<file path="src/rtl/io_mem_burst_access_if.sv">
// ============================================================================
// Module   : io_mem_burst_access_if
// Brief    : Host request/response channel plus global/local/stream target buses
// Revision : 1.0
// ============================================================================
`default_nettype none

interface io_mem_burst_access_if #(
   parameter int DATA_L = 32,
   parameter int ADDR_L = 32,
   parameter int LEN_L  = 4,
   parameter int N_PE   = 8
);
   logic                         req_vld;
   logic                         req_rdy;
   logic                         req_wr;
   logic [ADDR_L-1:0]            req_addr;
   logic [DATA_L-1:0]            req_data;
   logic [LEN_L-1:0]             req_len;

   logic [ADDR_L-1:0]            glb_addr;
   logic                         glb_vld;
   logic                         glb_wr_en;
   logic [DATA_L-1:0]            glb_wr_data;
   logic [DATA_L-1:0]            glb_rd_data;
   logic                         glb_rd_data_vld;

   logic [ADDR_L-1:0]            loc_addr;
   logic [N_PE-1:0]              loc_vld;
   logic [N_PE-1:0]              loc_wr_en;
   logic [DATA_L-1:0]            loc_wr_data;
   logic [N_PE-1:0][DATA_L-1:0]  loc_rd_data;
   logic [N_PE-1:0]              loc_rd_data_vld;

   logic [ADDR_L-1:0]            str_addr;
   logic                         str_wr_vld;
   logic                         str_rd_vld;
   logic [DATA_L-1:0]            str_wr_data;
   logic [DATA_L-1:0]            str_rd_data;
   logic                         str_rd_data_vld;

   logic                         rsp_vld;
   logic                         rsp_rdy;
   logic [DATA_L-1:0]            rsp_data;
   logic                         rsp_err;
   logic                         busy;
   logic                         err_timeout;

   modport master (
      output req_vld, req_wr, req_addr, req_data, req_len,
      output glb_rd_data, glb_rd_data_vld, loc_rd_data, loc_rd_data_vld,
      output str_rd_data, str_rd_data_vld, rsp_rdy,
      input  req_rdy, glb_addr, glb_vld, glb_wr_en, glb_wr_data,
      input  loc_addr, loc_vld, loc_wr_en, loc_wr_data,
      input  str_addr, str_wr_vld, str_rd_vld, str_wr_data,
      input  rsp_vld, rsp_data, rsp_err, busy, err_timeout
   );

   modport slave (
      input  req_vld, req_wr, req_addr, req_data, req_len,
      input  glb_rd_data, glb_rd_data_vld, loc_rd_data, loc_rd_data_vld,
      input  str_rd_data, str_rd_data_vld, rsp_rdy,
      output req_rdy, glb_addr, glb_vld, glb_wr_en, glb_wr_data,
      output loc_addr, loc_vld, loc_wr_en, loc_wr_data,
      output str_addr, str_wr_vld, str_rd_vld, str_wr_data,
      output rsp_vld, rsp_data, rsp_err, busy, err_timeout
   );
endinterface

`default_nettype wire

</file>
<file path="src/rtl/io_mem_burst_access.sv">
// ============================================================================
// Module   : io_mem_burst_access
// Brief    : Burst-capable host access engine for global/local/stream memories
// Revision : 1.0
// ============================================================================
`default_nettype none

module io_mem_burst_access #(
   parameter int DATA_L           = 32,
   parameter int ADDR_L           = 32,
   parameter int ADDR_TYPE_L      = 2,
   parameter int TYPE_GLOBAL      = 0,
   parameter int TYPE_LOCAL       = 1,
   parameter int TYPE_STREAM      = 2,
   parameter int N_PE             = 8,
   parameter int LOCAL_MEM_ADDR_L = 10,
   parameter int LEN_L            = 4,
   parameter int FIFO_DEPTH       = 8,
   parameter int TIMEOUT_CYC      = 64
) (
   input wire logic             clk,
   input wire logic             rst,
   io_mem_burst_access_if.slave bus
);
   localparam int BANK_L = $clog2(N_PE);
   localparam int PTR_L  = $clog2(FIFO_DEPTH);
   localparam int CNT_L  = PTR_L + 1;
   localparam int TMO_L  = $clog2(TIMEOUT_CYC + 1);
   localparam int OFS_L  = ADDR_L - ADDR_TYPE_L;

   typedef enum logic [1:0] {ST_IDLE, ST_WR, ST_RD, ST_DRAIN} state_t;
   state_t r_state, w_state_nxt;

   logic [ADDR_TYPE_L-1:0] r_type;
   logic [ADDR_L-1:0]      r_addr;
   logic [LEN_L-1:0]       r_left;
   logic [CNT_L-1:0]       r_outst, r_fcnt;
   logic [TMO_L-1:0]       r_tmo;
   logic [PTR_L-1:0]       r_wptr, r_rptr;
   logic [DATA_L-1:0]      r_fdata [FIFO_DEPTH];
   logic [FIFO_DEPTH-1:0]  r_ferr;
   logic                   r_err_timeout;

   logic                   w_accept, w_req_legal, w_cur_legal, w_credit, w_issue, w_inc;
   logic                   w_tgt_vld, w_rsp_push, w_err_push, w_push, w_pop, w_tmo_hit;
   logic [DATA_L-1:0]      w_tgt_data;
   logic [ADDR_TYPE_L-1:0] w_req_type;
   logic [ADDR_L-1:0]      w_addr_nxt;

   function automatic logic type_legal(input logic [ADDR_TYPE_L-1:0] t);
      return (t == ADDR_TYPE_L'(TYPE_GLOBAL)) || (t == ADDR_TYPE_L'(TYPE_LOCAL)) ||
             (t == ADDR_TYPE_L'(TYPE_STREAM));
   endfunction

   function automatic logic [N_PE-1:0] bank_oh(input logic [ADDR_L-1:0] a);
      return N_PE'(1) << a[LOCAL_MEM_ADDR_L +: BANK_L];
   endfunction

   assign w_req_type  = bus.req_addr[ADDR_L-1 -: ADDR_TYPE_L];
   assign w_req_legal = type_legal(w_req_type);
   assign w_cur_legal = type_legal(r_type);
   assign w_accept    = bus.req_vld && (r_state == ST_IDLE);
   // Type field is held; only the offset part wraps, carrying across local banks.
   assign w_addr_nxt  = {r_addr[ADDR_L-1 -: ADDR_TYPE_L], r_addr[OFS_L-1:0] + OFS_L'(1)};
   assign w_credit    = ({1'b0, r_outst} + {1'b0, r_fcnt}) < (CNT_L+1)'(FIFO_DEPTH);
   assign w_tmo_hit   = (r_outst != '0) && !w_tgt_vld && (r_tmo == TMO_L'(TIMEOUT_CYC - 1));
   assign w_issue     = (r_state == ST_RD) && w_credit && !w_tmo_hit;
   assign w_inc       = w_issue && w_cur_legal;
   assign w_rsp_push  = w_tgt_vld && (r_outst != '0);
   assign w_err_push  = w_issue && !w_cur_legal;
   assign w_push      = w_rsp_push || w_err_push;
   assign w_pop       = bus.rsp_vld && bus.rsp_rdy;

   assign bus.req_rdy     = (r_state == ST_IDLE);
   assign bus.busy        = (r_state != ST_IDLE);
   assign bus.rsp_vld     = (r_fcnt != '0);
   assign bus.rsp_data    = bus.rsp_vld ? r_fdata[r_rptr] : '0;
   assign bus.rsp_err     = bus.rsp_vld && r_ferr[r_rptr];
   assign bus.err_timeout = r_err_timeout;

   always_comb begin
      w_tgt_vld  = 1'b0;
      w_tgt_data = '0;
      if (r_type == ADDR_TYPE_L'(TYPE_GLOBAL)) begin
         w_tgt_vld  = bus.glb_rd_data_vld;
         w_tgt_data = bus.glb_rd_data;
      end else if (r_type == ADDR_TYPE_L'(TYPE_LOCAL)) begin
         for (int i = 0; i < N_PE; i++) begin
            if (bus.loc_rd_data_vld[i]) begin
               w_tgt_vld  = 1'b1;
               w_tgt_data = bus.loc_rd_data[i];
            end
         end
      end else if (r_type == ADDR_TYPE_L'(TYPE_STREAM)) begin
         w_tgt_vld  = bus.str_rd_data_vld;
         w_tgt_data = bus.str_rd_data;
      end
   end

   always_comb begin
      w_state_nxt = r_state;
      case (r_state)
         ST_IDLE:  if (w_accept) w_state_nxt = !bus.req_wr ? ST_RD : (w_req_legal ? ST_WR : ST_IDLE);
         ST_WR:    w_state_nxt = ST_IDLE;
         ST_RD:    if (w_tmo_hit) w_state_nxt = ST_IDLE;
                   else if (w_issue && (r_left == '0)) w_state_nxt = ST_DRAIN;
         ST_DRAIN: if (w_tmo_hit || (r_outst == '0)) w_state_nxt = ST_IDLE;
         default:  w_state_nxt = ST_IDLE;
      endcase
   end

   always_ff @(posedge clk or negedge rst) begin
      if (!rst) begin
         r_state       <= ST_IDLE;
         r_type        <= '0;
         r_addr        <= '0;
         r_left        <= '0;
         r_outst       <= '0;
         r_fcnt        <= '0;
         r_tmo         <= '0;
         r_wptr        <= '0;
         r_rptr        <= '0;
         r_ferr        <= '0;
         r_err_timeout <= 1'b0;
      end else begin
         r_state <= w_state_nxt;
         if (w_accept) begin
            r_type <= w_req_type;
            r_addr <= bus.req_addr;
            r_left <= bus.req_len;
         end else if (w_issue) begin
            r_addr <= w_addr_nxt;
            if (r_left != '0) r_left <= r_left - LEN_L'(1);
         end
         if (w_tmo_hit)                  r_outst <= '0;
         else if (w_inc && !w_rsp_push)  r_outst <= r_outst + CNT_L'(1);
         else if (!w_inc && w_rsp_push)  r_outst <= r_outst - CNT_L'(1);
         if ((r_outst == '0) || w_rsp_push || w_tmo_hit) r_tmo <= '0;
         else                                            r_tmo <= r_tmo + TMO_L'(1);
         if (w_accept)       r_err_timeout <= 1'b0;
         else if (w_tmo_hit) r_err_timeout <= 1'b1;
         if (w_push) begin
            r_ferr[r_wptr] <= w_err_push;
            r_wptr         <= r_wptr + PTR_L'(1);
         end
         if (w_pop) r_rptr <= r_rptr + PTR_L'(1);
         if (w_push && !w_pop)      r_fcnt <= r_fcnt + CNT_L'(1);
         else if (!w_push && w_pop) r_fcnt <= r_fcnt - CNT_L'(1);
      end
   end

   always_ff @(posedge clk) begin
      if (w_push) r_fdata[r_wptr] <= w_err_push ? '0 : w_tgt_data;
   end

   // Target strobes are single-cycle registered pulses; addresses/data hold between strobes.
   always_ff @(posedge clk or negedge rst) begin
      if (!rst) begin
         bus.glb_addr    <= '0;
         bus.glb_vld     <= 1'b0;
         bus.glb_wr_en   <= 1'b0;
         bus.glb_wr_data <= '0;
         bus.loc_addr    <= '0;
         bus.loc_vld     <= '0;
         bus.loc_wr_en   <= '0;
         bus.loc_wr_data <= '0;
         bus.str_addr    <= '0;
         bus.str_wr_vld  <= 1'b0;
         bus.str_rd_vld  <= 1'b0;
         bus.str_wr_data <= '0;
      end else begin
         bus.glb_vld    <= 1'b0;
         bus.glb_wr_en  <= 1'b0;
         bus.loc_vld    <= '0;
         bus.loc_wr_en  <= '0;
         bus.str_wr_vld <= 1'b0;
         bus.str_rd_vld <= 1'b0;
         if (w_accept && bus.req_wr && w_req_legal) begin
            if (w_req_type == ADDR_TYPE_L'(TYPE_GLOBAL)) begin
               bus.glb_vld     <= 1'b1;
               bus.glb_wr_en   <= 1'b1;
               bus.glb_addr    <= bus.req_addr;
               bus.glb_wr_data <= bus.req_data;
            end else if (w_req_type == ADDR_TYPE_L'(TYPE_LOCAL)) begin
               bus.loc_vld     <= bank_oh(bus.req_addr);
               bus.loc_wr_en   <= bank_oh(bus.req_addr);
               bus.loc_addr    <= bus.req_addr;
               bus.loc_wr_data <= bus.req_data;
            end else begin
               bus.str_wr_vld  <= 1'b1;
               bus.str_addr    <= bus.req_addr;
               bus.str_wr_data <= bus.req_data;
            end
         end else if (w_inc) begin
            if (r_type == ADDR_TYPE_L'(TYPE_GLOBAL)) begin
               bus.glb_vld  <= 1'b1;
               bus.glb_addr <= r_addr;
            end else if (r_type == ADDR_TYPE_L'(TYPE_LOCAL)) begin
               bus.loc_vld  <= bank_oh(r_addr);
               bus.loc_addr <= r_addr;
            end else begin
               bus.str_rd_vld <= 1'b1;
               bus.str_addr   <= r_addr;
            end
         end
      end
   end
endmodule

`default_nettype wire

</file>
<file path="src/flat_wrapper.sv">
// flat-port wrapper written by rule: the top's interface ports become plain ports
module io_mem_burst_access_flat 
#(
   parameter int DATA_L           = 32,
   parameter int ADDR_L           = 32,
   parameter int ADDR_TYPE_L      = 2,
   parameter int TYPE_GLOBAL      = 0,
   parameter int TYPE_LOCAL       = 1,
   parameter int TYPE_STREAM      = 2,
   parameter int N_PE             = 8,
   parameter int LOCAL_MEM_ADDR_L = 10,
   parameter int LEN_L            = 4,
   parameter int FIFO_DEPTH       = 8,
   parameter int TIMEOUT_CYC      = 64
)
  (clk, rst, bus_req_vld, bus_req_wr, bus_req_addr, bus_req_data, bus_req_len, bus_glb_rd_data, bus_glb_rd_data_vld, bus_loc_rd_data, bus_loc_rd_data_vld, bus_str_rd_data, bus_str_rd_data_vld, bus_rsp_rdy, bus_req_rdy, bus_glb_addr, bus_glb_vld, bus_glb_wr_en, bus_glb_wr_data, bus_loc_addr, bus_loc_vld, bus_loc_wr_en, bus_loc_wr_data, bus_str_addr, bus_str_wr_vld, bus_str_rd_vld, bus_str_wr_data, bus_rsp_vld, bus_rsp_data, bus_rsp_err, bus_busy, bus_err_timeout);
  io_mem_burst_access_if #(.DATA_L(DATA_L), .ADDR_L(ADDR_L), .LEN_L(LEN_L), .N_PE(N_PE)) bus_i ();
  input wire logic clk;
  input wire logic rst;
  input wire logic [$bits(bus_i.req_vld)-1:0] bus_req_vld;
  input wire logic [$bits(bus_i.req_wr)-1:0] bus_req_wr;
  input wire logic [$bits(bus_i.req_addr)-1:0] bus_req_addr;
  input wire logic [$bits(bus_i.req_data)-1:0] bus_req_data;
  input wire logic [$bits(bus_i.req_len)-1:0] bus_req_len;
  input wire logic [$bits(bus_i.glb_rd_data)-1:0] bus_glb_rd_data;
  input wire logic [$bits(bus_i.glb_rd_data_vld)-1:0] bus_glb_rd_data_vld;
  input wire logic [$bits(bus_i.loc_rd_data)-1:0] bus_loc_rd_data;
  input wire logic [$bits(bus_i.loc_rd_data_vld)-1:0] bus_loc_rd_data_vld;
  input wire logic [$bits(bus_i.str_rd_data)-1:0] bus_str_rd_data;
  input wire logic [$bits(bus_i.str_rd_data_vld)-1:0] bus_str_rd_data_vld;
  input wire logic [$bits(bus_i.rsp_rdy)-1:0] bus_rsp_rdy;
  output wire logic [$bits(bus_i.req_rdy)-1:0] bus_req_rdy;
  output wire logic [$bits(bus_i.glb_addr)-1:0] bus_glb_addr;
  output wire logic [$bits(bus_i.glb_vld)-1:0] bus_glb_vld;
  output wire logic [$bits(bus_i.glb_wr_en)-1:0] bus_glb_wr_en;
  output wire logic [$bits(bus_i.glb_wr_data)-1:0] bus_glb_wr_data;
  output wire logic [$bits(bus_i.loc_addr)-1:0] bus_loc_addr;
  output wire logic [$bits(bus_i.loc_vld)-1:0] bus_loc_vld;
  output wire logic [$bits(bus_i.loc_wr_en)-1:0] bus_loc_wr_en;
  output wire logic [$bits(bus_i.loc_wr_data)-1:0] bus_loc_wr_data;
  output wire logic [$bits(bus_i.str_addr)-1:0] bus_str_addr;
  output wire logic [$bits(bus_i.str_wr_vld)-1:0] bus_str_wr_vld;
  output wire logic [$bits(bus_i.str_rd_vld)-1:0] bus_str_rd_vld;
  output wire logic [$bits(bus_i.str_wr_data)-1:0] bus_str_wr_data;
  output wire logic [$bits(bus_i.rsp_vld)-1:0] bus_rsp_vld;
  output wire logic [$bits(bus_i.rsp_data)-1:0] bus_rsp_data;
  output wire logic [$bits(bus_i.rsp_err)-1:0] bus_rsp_err;
  output wire logic [$bits(bus_i.busy)-1:0] bus_busy;
  output wire logic [$bits(bus_i.err_timeout)-1:0] bus_err_timeout;
  assign bus_i.req_vld = bus_req_vld;
  assign bus_i.req_wr = bus_req_wr;
  assign bus_i.req_addr = bus_req_addr;
  assign bus_i.req_data = bus_req_data;
  assign bus_i.req_len = bus_req_len;
  assign bus_i.glb_rd_data = bus_glb_rd_data;
  assign bus_i.glb_rd_data_vld = bus_glb_rd_data_vld;
  assign bus_i.loc_rd_data = bus_loc_rd_data;
  assign bus_i.loc_rd_data_vld = bus_loc_rd_data_vld;
  assign bus_i.str_rd_data = bus_str_rd_data;
  assign bus_i.str_rd_data_vld = bus_str_rd_data_vld;
  assign bus_i.rsp_rdy = bus_rsp_rdy;
  assign bus_req_rdy = bus_i.req_rdy;
  assign bus_glb_addr = bus_i.glb_addr;
  assign bus_glb_vld = bus_i.glb_vld;
  assign bus_glb_wr_en = bus_i.glb_wr_en;
  assign bus_glb_wr_data = bus_i.glb_wr_data;
  assign bus_loc_addr = bus_i.loc_addr;
  assign bus_loc_vld = bus_i.loc_vld;
  assign bus_loc_wr_en = bus_i.loc_wr_en;
  assign bus_loc_wr_data = bus_i.loc_wr_data;
  assign bus_str_addr = bus_i.str_addr;
  assign bus_str_wr_vld = bus_i.str_wr_vld;
  assign bus_str_rd_vld = bus_i.str_rd_vld;
  assign bus_str_wr_data = bus_i.str_wr_data;
  assign bus_rsp_vld = bus_i.rsp_vld;
  assign bus_rsp_data = bus_i.rsp_data;
  assign bus_rsp_err = bus_i.rsp_err;
  assign bus_busy = bus_i.busy;
  assign bus_err_timeout = bus_i.err_timeout;
  io_mem_burst_access #(.DATA_L(DATA_L), .ADDR_L(ADDR_L), .ADDR_TYPE_L(ADDR_TYPE_L), .TYPE_GLOBAL(TYPE_GLOBAL), .TYPE_LOCAL(TYPE_LOCAL), .TYPE_STREAM(TYPE_STREAM), .N_PE(N_PE), .LOCAL_MEM_ADDR_L(LOCAL_MEM_ADDR_L), .LEN_L(LEN_L), .FIFO_DEPTH(FIFO_DEPTH), .TIMEOUT_CYC(TIMEOUT_CYC)) u_core (.clk(clk), .rst(rst), .bus(bus_i));
endmodule
</file>
<file path="config.mk">
export PLATFORM = sky130hd
export DESIGN_NAME = io_mem_burst_access_flat
export DESIGN_NICKNAME = d
export VERILOG_FILES = /design/src/rtl/io_mem_burst_access_if.sv /design/src/rtl/io_mem_burst_access.sv /design/src/flat_wrapper.sv
export SDC_FILE = /design/constraint.sdc
export NUM_CORES = 1
export LEC_CHECK = 0
export ABC_AREA = 1
export ABC_CLOCK_PERIOD_IN_PS = 4700
export CAP_MARGIN = 25
export CORE_ASPECT_RATIO = 0.8
export CORE_MARGIN = 1.5
export CORE_UTILIZATION = 25
export CTS_BUF_LIST = sky130_fd_sc_hd__clkbuf_2 sky130_fd_sc_hd__clkbuf_4 sky130_fd_sc_hd__clkbuf_8
export CTS_CLUSTER_DIAMETER = 200
export DETAILED_ROUTE_END_ITERATION = 16
export GPL_TIMING_DRIVEN = 0
export PLACE_DENSITY = 0.45
export SYNTH_ARGS = -nofsm -noshare
export SYNTH_HDL_FRONTEND = slang
export SYNTH_SLANG_ARGS = --single-unit
</file>
<file path="constraint.sdc">
create_clock -name clk -period 4.7 [get_ports clk]
set_input_delay 0.705 -clock clk [delete_from_list [all_inputs] [get_ports clk]]
set_output_delay 0.705 -clock clk [all_outputs]
set_load 0.02 [all_outputs]
</file>
==> run summary <==
Worst-Skew Late Latency = 750 ps
Root Driver = clkbuf_8
Met2 GRT Util = 0.3585
Finished Cell Area = 36470 sq um
Arrival @ worst endpoint = 3760 ps
Crit-path cells = clkbuf_1 > inv_1 > buf_2 > clkbuf_1 > nor2_1 > o22ai_1 > o21ai_0 > a31oi_1 > clkdlybuf4s50_1
Max VDD drop = 0.3197 mV
Final nets = 4225
Die height = 290.8 um
Die area = 105500 sq um
HP Class = input pin to async pin
GRT met1 Usage = 0.2977
EDFF count, synth = 256
Initial antenna violation count = 18
Final setup violation count = 0
Sum of negative setup slack = 0 ps
Setup slack, reg-to-reg = 1080 ps
Synth Area per Inst = 8.505 sq um
Status = complete, no violations
RSZ-0062 raised after global routing = no
Synth area leaders = edfxtp_1, dfrtp_1, nand2_1, o21ai_0, nor2_1
Row cnt = 105
Fill cell count = 10820
Crit end category = primary output
TritonCTS clock tree = built
ANT nets after route = 0
Max-Slew Margin vs Limit = 0.2977
Post-synth top cells = nand2_1, nor2_1, o21ai_0, dfrtp_1, edfxtp_1
Total core area = 102600 sq um
Vias/cell = 4.648
CP Data Required Time = 3990 ps
Detailed router's first-iteration violation count = 1681
Initial core utilization = 0.2522
Grt peak-use layer = met2
Flops & latches, synth = 538
Final HPWL DP = 95180 um
CP max FO = 10
Post-Syn Area = 25880 sq um
First-pass GRT wire length = 175000 um
Most used DFF post-synth = dfrtp_1
Worst path slowest cell = clkdlybuf4s50_1
Most common cell in the netlist = nand2_1
CTS Buf Count = 95
Io pins = 652
Delay-heaviest family, CP = buffers and inverters
Placed Area = 34380 sq um
Syn_nets = 3463
WS Path Type = flop to primary output
Setup Fix Bufs, Post-CTS = 0
Vias in the first global route = 24610
CTS H-tree lvls = 3
Worst R2R End = u_core.r_fcnt[3]
Syn Inst Count = 3043
Routability cong. = 0.9244
Total global routing overflow = 0
Clock skew = 80.72 ps
Clk slew on worst S/H paths = 60 ps
Tmin final = 4460 ps
Vias = 24530
Worst-margin pin slew = 1042 ps
Fmax = 224.2 MHz
Worst setup SP type = flop
Pin count of the biggest net entering global routing = 103
Final Cycle Share = 0.9490
Fin. Hold Viols = 0
Largest area contributor in the netlist = edfxtp_1
CP bufs+invs = 5
Post-layout util = 0.3554
Die width = 362.7 um
Synth warn = 0
Sum of routed wire length over all layers = 123500 um
Worst R2R Path Depth = 17
Overall Global Routing Usage = 0.2283
Grt met3 use = 0.07638
Pre-Repair DR Iteration Count = 5
P_leak = 15.37 nW
CP max stage delay = 670 ps
Pwr/cell area = 653.9 nW/um^2
Cell repeated most along the worst path = clkbuf_1
Synth unique cells = 42
Yosys top cell area share = 0.2970
Max Slew Vio Count = 0
Clk sinks = 538
Tot Pwr = 23.85 mW
# DRC = 0
Layout area overhead = 40.90%
R2r startpoint = u_core.r_type[1]
Layout cells sized above 1 = 0.07625
Sequential Area = 14740 sq um
Multi-input logic area = 9602 sq um
IO buf count = 649
Max Cap Viol = 0
Ys async rst share = 0.5242
Clock buffer depth = 3
Register area share after synthesis = 0.5697
Post-DR wirelength/cell = 23.40 um
where the power goes:
part | switching (mW) | leakage (nW) | internal (mW)
logic | 7.59 | 8.27 | 3.91
registers | 0.768 | 6.02 | 6.90
clock network | 2.11 | 1.08 | 2.56
registers in the layout, summed over array words and instances (netlist names), 32 cells and up:
| name | count |
|---|---|
| u_core.bus.glb_wr_data | 32 |
| u_core.bus.str_addr | 32 |
| u_core.bus.loc_addr | 32 |
| u_core.r_fdata | 256 |
| u_core.bus.str_wr_data | 32 |
| u_core.bus.glb_addr | 32 |
| u_core.r_addr | 32 |
| u_core.bus.loc_wr_data | 32 |
logic make-up (layout without fill, tap and decap cells):
logic type               Yosys count  count (layout)  share of synthesized area
buffers and inverters            394            1233                    0.06004
AND/OR/NAND/NOR                 1452            1452                     0.2265
flip-flops                       538             538                     0.5697
other                              0               4                          0
XOR/XNOR                          19              19                   0.006430
AO/OA/AOI/OAI                    621             621                     0.1277
adder cells (fa/ha/maj)           17              17                   0.008799
multiplexers                       2               2                  0.0008701
worst max-delay path by stage:
stage | startpoint | to | cells after the start
floorplan | bus_loc_rd_data_vld[1] | u_core.r_fcnt[3] | 18
detailed placement | bus_loc_rd_data_vld[3] | u_core.r_fdata[0][29] | 11
global route | u_core.r_rptr[0] | bus_rsp_data[26] | 9
global placement | rst | u_core.bus.glb_wr_data[18] | 1
finish | u_core.r_rptr[0] | bus_rsp_data[26] | 9
CTS | u_core.r_rptr[0] | bus_rsp_data[6] | 9
layout by cell type, fill, tap and decap left out, types with 6 or more instances in the layout:
cell	count
a21oi_1	176
a31oi_1	31
buf_12	6
buf_2	46
buf_4	7
clkbuf_1	121
clkbuf_2	9
clkbuf_4	34
clkbuf_8	112
clkdlybuf4s50_1	648
clkinv_1	9
clkinv_2	11
dfrtp_1	282
edfxtp_1	256
ha_1	15
inv_1	194
inv_2	14
nand2_1	861
nand3_1	199
nand4_1	9
nor2_1	336
nor3_1	14
o211ai_1	11
o21ai_0	328
o22ai_1	59
or2_2	16
xor2_1	14
routing by layer:
metal  share of wire  up-vias
met5          0.0013        -
met4           0.027       26
met1            0.44    11810
met3           0.089      166
li1                -    11650
met2            0.45      878
repair_timing:
| action | CTS | global route |
|---|---|---|
| resized for setup | 7 | 8 |
| hold buffers | 1 | 0 |
| hold endpoints to repair | 42 | 0 |
| endpoints found under the setup margin | 20 | 11 |
stage by stage:
step	hold WS [ps]	std cells	setup slack [ps]
floorplan	409.4	3043	1655
global placement	454.3	5083	-10650
detailed placement	457.3	5097	387.5
CTS	405.9	5272	8.386
global route	460.2	5274	0.6599
finish	460.2	5277	239.8
cell type report:
cell class | instances | area share
Inverter | 210 | 0.02168
Buffer | 184 | 0.02124
Clock inverter | 28 | 0.006313
Timing Repair Buffer | 665 | 0.1859
Multi-Input combinational cell | 2111 | 0.2633
Antenna cell | 4 | 0.0002745
Clock buffer | 146 | 0.04927
Sequential cell | 538 | 0.4043
Tap cell | 1391 | 0.04773
Power figures use the tool's default switching activity.
